**config.mk**
```make
export PLATFORM = sky130hd
export DESIGN_NAME = univ_shift_reg
export DESIGN_NICKNAME = d
export VERILOG_FILES = /design/src/rtl/univ_shift_reg.sv
export SDC_FILE = /design/constraint.sdc
export NUM_CORES = 1
export LEC_CHECK = 0
export BUFFER_PORTS_ARGS = -buffer_cell sky130_fd_sc_hd__buf_4
export CAP_MARGIN = 20
export CORE_UTILIZATION = 56
export CTS_BUF_LIST = sky130_fd_sc_hd__clkbuf_2 sky130_fd_sc_hd__clkbuf_4 sky130_fd_sc_hd__clkbuf_8
export CTS_CLUSTER_SIZE = 16
export DETAILED_ROUTE_END_ITERATION = 16
export PLACE_DENSITY = 0.86
export SLEW_MARGIN = 20
export SYNTH_ARGS = -nofsm -noshare
export SYNTH_HDL_FRONTEND = slang
export SYNTH_SLANG_ARGS = --single-unit
```
**constraint.sdc**
```tcl
create_clock -name clk -period 2.05 [get_ports clk]
set_clock_uncertainty 0.2 [all_clocks]
set_input_delay 0.205 -clock clk [delete_from_list [all_inputs] [get_ports clk]]
set_output_delay 0.205 -clock clk [all_outputs]
set_load 0.005 [all_outputs]
```
**src/rtl/univ_shift_reg.sv**
```systemverilog
// Universal shift register: hold, logical/arithmetic shifts, rotates,
// parallel load and clear. It also counts shifts and pulses word_done
// once for every WIDTH shifts.
module univ_shift_reg #(
    parameter int WIDTH = 8
) (
    input  logic                         clk,
    input  logic                         reset,
    input  logic                         en,
    input  logic [2:0]                   mode,
    input  logic                         din,
    input  logic [WIDTH-1:0]             pdata,
    output logic [WIDTH-1:0]             a,
    output logic                         sout_msb,
    output logic                         sout_lsb,
    output logic [$clog2(WIDTH+1)-1:0]   shift_cnt,
    output logic                         word_done
);

    localparam int CW = $clog2(WIDTH + 1);
    localparam logic [CW-1:0] LAST_CNT = CW'(WIDTH - 1);

    localparam logic [2:0] M_HOLD  = 3'b000;
    localparam logic [2:0] M_SHR   = 3'b001;
    localparam logic [2:0] M_SHL   = 3'b010;
    localparam logic [2:0] M_ROR   = 3'b011;
    localparam logic [2:0] M_ROL   = 3'b100;
    localparam logic [2:0] M_LOAD  = 3'b101;
    localparam logic [2:0] M_ASR   = 3'b110;
    localparam logic [2:0] M_CLEAR = 3'b111;

    logic [WIDTH-1:0] a_reg, a_next;
    logic [CW-1:0]    cnt_reg, cnt_next;
    logic             done_reg, done_next;
    logic             is_shift;

    // Next-state decode. word_done defaults low, so it can only be a single-cycle pulse.
    always_comb begin
        a_next    = a_reg;
        cnt_next  = cnt_reg;
        done_next = 1'b0;
        is_shift  = 1'b0;
        if (en) begin
            case (mode)
                M_HOLD:  a_next = a_reg;
                M_SHR:   begin a_next = {din, a_reg[WIDTH-1:1]};            is_shift = 1'b1; end
                M_SHL:   begin a_next = {a_reg[WIDTH-2:0], din};            is_shift = 1'b1; end
                M_ROR:   begin a_next = {a_reg[0], a_reg[WIDTH-1:1]};       is_shift = 1'b1; end
                M_ROL:   begin a_next = {a_reg[WIDTH-2:0], a_reg[WIDTH-1]}; is_shift = 1'b1; end
                M_LOAD:  begin a_next = pdata;                              cnt_next = '0; end
                M_ASR:   begin a_next = {a_reg[WIDTH-1], a_reg[WIDTH-1:1]}; is_shift = 1'b1; end
                M_CLEAR: begin a_next = '0;                                 cnt_next = '0; end
                default: a_next = a_reg;
            endcase
            // The shift that would complete a word wraps the count and fires the pulse.
            if (is_shift) begin
                if (cnt_reg == LAST_CNT) begin
                    cnt_next  = '0;
                    done_next = 1'b1;
                end else begin
                    cnt_next  = cnt_reg + 1'b1;
                end
            end
        end
    end

    // State flops. Reset clears everything at once and also drops any partial word.
    always_ff @(posedge clk or posedge reset) begin
        if (reset) begin
            a_reg    <= '0;
            cnt_reg  <= '0;
            done_reg <= 1'b0;
        end else begin
            a_reg    <= a_next;
            cnt_reg  <= cnt_next;
            done_reg <= done_next;
        end
    end

    assign a         = a_reg;
    assign sout_msb  = a_reg[WIDTH-1];
    assign sout_lsb  = a_reg[0];
    assign shift_cnt = cnt_reg;
    assign word_done = done_reg;

endmodule

```
Yosys cells after proc, flatten, opt, wreduce, memory -nomap -nowiden
Index checks and enable logic that the tools add are counted.
{ "word_totals": {"output_inout_bits": 15, "latchBits": 0, "ff_bits": 13, "mem_bits_rw": 0, "elab_cells": 31, "mem_count": 0, "in_bits": 15, "mem_bits_ro": 0} }
{ "op_classes": {"addsub": 1, "mux": 9, "n_div": 0, "n_lt_le_gt_ge": 0, "shifts": 0, "bitwise_logic": 2, "n_reduce_logical": 7, "multipliers": 0, "n_eq_ne": 8} }
{ "op_table": {"columns": ["cell", "count"], "rows": [
  ["$pmux 8 s7", 1],
  ["$eq 3x3->1 const B", 4],
  ["$mux 4", 3],
  ["$eq 3x2->1 const B", 2],
  ["$mux 1", 5],
  ["$reduce_or 5->1", 1],
  ["$add 4x1->4 const B", 1],
  ["$eq 4x3->1 const B", 1],
  ["$reduce_and 2->1", 2],
  ["$eq 3x1->1 const B", 1],
  ["$logic_not 3->1", 1],
  ["$reduce_and 3->1", 1],
  ["$not 1->1", 2],
  ["$reduce_bool 2->1", 1],
  ["$reduce_or 2->1", 1]
]} }

Depth between registers and ports, before layout
{ "depth": {"depth_word": 6, "ltp_mapped": 5, "mapped_depth_nobuf": 4} }

Worst setup path after synthesis
OpenSTA, ideal clock, no wires.
{ "synth_timing": {"kind": "input-to-reg", "startpoint": "in mode[2]", "endpoint": "reg a_reg[4] (netlist: a[4])", "t_arrival_ps": 948, "path_slack_ps": 770, "stages": 5, "path_buffers": 2, "setup_time_ps": 132, "t_required_ps": 1718, "cell_sequence": "buf_6 -> o31a_4 -> buf_6 -> nor2_2 -> a31oi_2"} }
{ "synth_between": {"elab_chain_len": 3, "elab_cells_between_ends": 11, "classes_between": "eq/ne: 7; mux: 1; bitwise: 1; reduce/logical: 2"} }
{ "synth_lines": {"columns": ["item", "line", "source"], "rows": [
  ["start: declaration", "10", "input logic [2:0] mode,"],
  ["parallel branches: the longest is 3 deep, another holds $pmux 8 s7", null, null],
  ["end signal: assignment", "74", "a_reg <= a_next;"],
  ["end: declaration", "32", "logic [WIDTH-1:0] a_reg, a_next;"]
]} }
Parallel ways; which one is timed is not known.
A chain may end at the register's enable or synchronous reset.

Final worst setup path
{ "layout_timing": {"startpoint": "in en", "endpoint": "reg cnt_reg[3] (netlist: shift_cnt[3])"} }
{ "layout_between": {"elab_chain_len": 1} }
{ "layout_lines": {"columns": ["item", "line", "source"], "rows": [
  ["start: declaration", "9", "input logic en,"],
  ["$reduce_and 2->1 (no line)", null, null],
  ["end signal: assignment", "75", "cnt_reg <= cnt_next;"],
  ["end: declaration", "33", "logic [CW-1:0] cnt_reg, cnt_next;"]
]} }
Every way passes these cells.

==> flow_metrics.tcl <==
set metrics [dict create \
    outcome "finished with violations" \
    violations "DRC" \
    critPathBufInv 2 \
    syn_inst 102 \
    htreeDepth 1 \
    core-area_um2 1559 \
    yosysMostFrequentCell "dfrtp_1" \
    synthAdderAreaFrac_pct 1.290 \
    seq_power_share_pct 43.2 \
    internal_power_uw 578.2 \
    worstMarginPinSlew_ns 0.5113 \
    arrival_ns 1.60 \
    grt_pass1_vias 771 \
    critical_path.top_delay_family "buffers and inverters" \
    path_cells "dlygate4sd3_1 > buf_4 > o31a_4 > nand2_1 > o32ai_1" \
    reg2regPathDepth 4 \
    dieArea_um2 1902 \
    fp.dieW_um 43.61 \
    grt_pass1_wl_mm 3.484 \
    final.period_utilization_pct 79.24 \
    setup_viol 0 \
    syn_nets 118 \
    antenna_found_initial 0 \
    critPathKind "in -> reg" \
    synth_mux_area_share_pct 4.258 \
    rsz0062_at_grt "no" \
    rows 14 \
    required_ns 2.03 \
    synthTopCellsByArea "dfrtp_1 (34%), buf_6 (5.8%), a32oi_1 (3.6%)" \
    clock_latency_ns 0.28 \
    synth-simple-area-share_pct 19.61 \
    synth_edf_count 0 \
    synthTopCellsByCount "dfrtp_1 (13), nand2_1 (7), inv_1 (6)" \
    synth_cell_types 40 \
    power_per_cell_area_nw_per_um2 745.8 \
    routed_wirelength_mm 2.204 \
    drive_gt1_share_pct 35.94 \
    synth.avg_cell_area_um2 9.507 \
    slowest_delay_ns 0.53 \
    synth_xor_xnor_area_share_pct 1.806 \
    drtIter0Drc 23 \
    dr.pass1.iters 10 \
    syn2layout_area_growth_pct 21.55 \
    numPortBuffers 29 \
    fin_tns_setup_ns 0 \
    wl_per_cell_um 15.31 \
    clk_pin_slew_ns 0.09 \
    clkPwrFrac_pct 20.3 \
    vias 895 \
    path_max_fanout 15 \
    critPathCaptureType "flop" \
    diodes 0 \
    route.detailed.drc 2 \
    track_usage_pct 24.91 \
    critPathLaunchType "primary input" \
    ys.flop_type "dfrtp_1" \
    slew_headroom_pct 65.88 \
    synth_warnings 0 \
    p_leak_uw 0.0005374 \
    synth_top_area_cell "dfrtp_1" \
    dpl.hpwl_mm 1.523 \
    switching_power_uw 300.8 \
    fin_nets 145 \
    synth_top_area_share_pct 33.55 \
    die_h_um 43.61 \
    cts_inserted_buffers 3 \
    hold_path_depth 3 \
    largest_reg_flops 8 \
    initial_core_util_pct 62.20 \
    finish.utilization_pct 75.60 \
    async_flop_share_pct 100.0 \
    cap_violations 0 \
    ant_nets 0 \
    path_depth 5 \
    switching_share_pct 34.22 \
    fmax_ghz 0.6156 \
    place_congestion 0.8307 \
    grt_max_degree 21 \
    cts_resized 0 \
    finalHoldViolations 0 \
    synth.cell_area_um2 969.7 \
    cts-root-buf "clkbuf_4" \
    vdd_drop_max_mv 0.5189 \
    clock-sinks 13 \
    worstHoldPathType "in -> reg" \
    vias_per_cell 6.215 \
    io_pins 30 \
    share_comb_of_total_power_pct 36.5 \
    grt_overflow 0 \
    ys_seq_area_share_pct 33.55 \
    maxSlewViolCount 0 \
    synth-compound-area-share_pct 28.00 \
    slowest_stage "dlygate4sd3_1" \
    clockBufferDepth 2 \
    synth_top_family_by_area "compound AO/OA/AOI/OAI gates" \
    synth-seq-cells 13 \
    final.min_clock_period_ns 1.624 \
    cts_tree "done" \
]
==> layout by cell type, fill, tap and decap left out, drive strengths merged <==
cell         netlist  layout
nor2               8       8
buf               10      29
a31oi              6       6
and2b              1       1
a21boi             4       4
a21oi              1       1
mux2i              3       3
nor3               1       1
nand4              1       1
clkbuf             0       4
o2111ai            1       1
a41oi              4       4
nor2b              2       2
a211o              2       2
nand3              5       5
inv                6       6
dlygate4sd3        0       3
xnor2              1       1
nand2b             2       2
o32ai              1       1
o311ai             1       1
and3b              3       3
nand2              8       8
a32oi              4       4
o31a               1       1
xor2               1       1
mux2               1       1
nor3b              1       1
o21ai              8       8
ha                 1       1
and4b              1       1
dfrtp             13      13
==> power groups by stage <==
stage / Combinational [uW] / Clock (uW) / Sequential (uW)
CTS: 323 / 183 / 378
detailed placement: 316 / 0 / 383
finish: 321 / 178 / 380
global route: 354 / 192 / 387
global placement: 310 / 0 / 380
floorplan: 194 / 0 / 372
==> kinds of logic (layout without fill, tap and decap cells) <==
logic type	count (synthesis)	in the layout
adders and majority gates	1	1
buffers and inverters	16	42
AOI/OAI and AO/OA	33	33
and+or+nand+nor	33	33
DFF	13	13
muxes	4	4
xor gates and xnor gates	2	2
==> layer usage <==
layer,track usage [%],share of wire (%),up-vias
met5,0,0,-
met4,9.375,1.3,0
met3,3.750,4.9,5
met2,40.60,46,29
met1,33.42,48,435
li1,-,-,426
==> through the flow <==
step,setup WS (ns),std cells,hold WS [ns],instance area [um2],power [uW]
finish,0.4256,144,0.007274,1179,879.0
global route,0.3292,144,0.03942,1179,933.2
CTS,0.4482,144,0.007469,1179,884.2
detailed placement,0.6107,137,0.07657,1119,699.6
global placement,0.6449,137,0.06494,1119,690.0
floorplan,0.7701,102,-0.1180,969.7,566.0
==> layout make-up <==
| class | count | area, um2 |
|---|---|---|
| clock buffers | 4 | 30.03 |
| fillers | 122 | 380.4 |
| repair buffers | 32 | 247.7 |
| well taps | 16 | 20.02 |
| inverters | 6 | 22.52 |
| multi-input cells | 73 | 533.0 |
| flip-flops and latches | 13 | 325.3 |
==> repair_timing <==
item | in CTS | in global routing
hold buffers | 3 | 0
setup endpoints to repair | 0 | 0
endpoints found under the hold margin | 15 | 0
buffers inserted | 0 | 0
==> worst min-delay path, stage by stage <==
cell     delay, ns
buf_4         0.11
nand2_1       0.05
a41oi_1       0.10
==> worst paths after layout <==
path	startpoint	endpoint	slack (ns)
max	en	shift_cnt[3]	0.43
min	pdata[2]	a[2]	0.007
max reg2reg	shift_cnt[0]	shift_cnt[3]	0.69
min reg2reg	shift_cnt[3]	word_done	0.32
max in group asynchronous	reset	shift_cnt[1]	1.00
min in group asynchronous	reset	a[7]	0.30
Note: power is estimated with default switching activity, not from simulation.
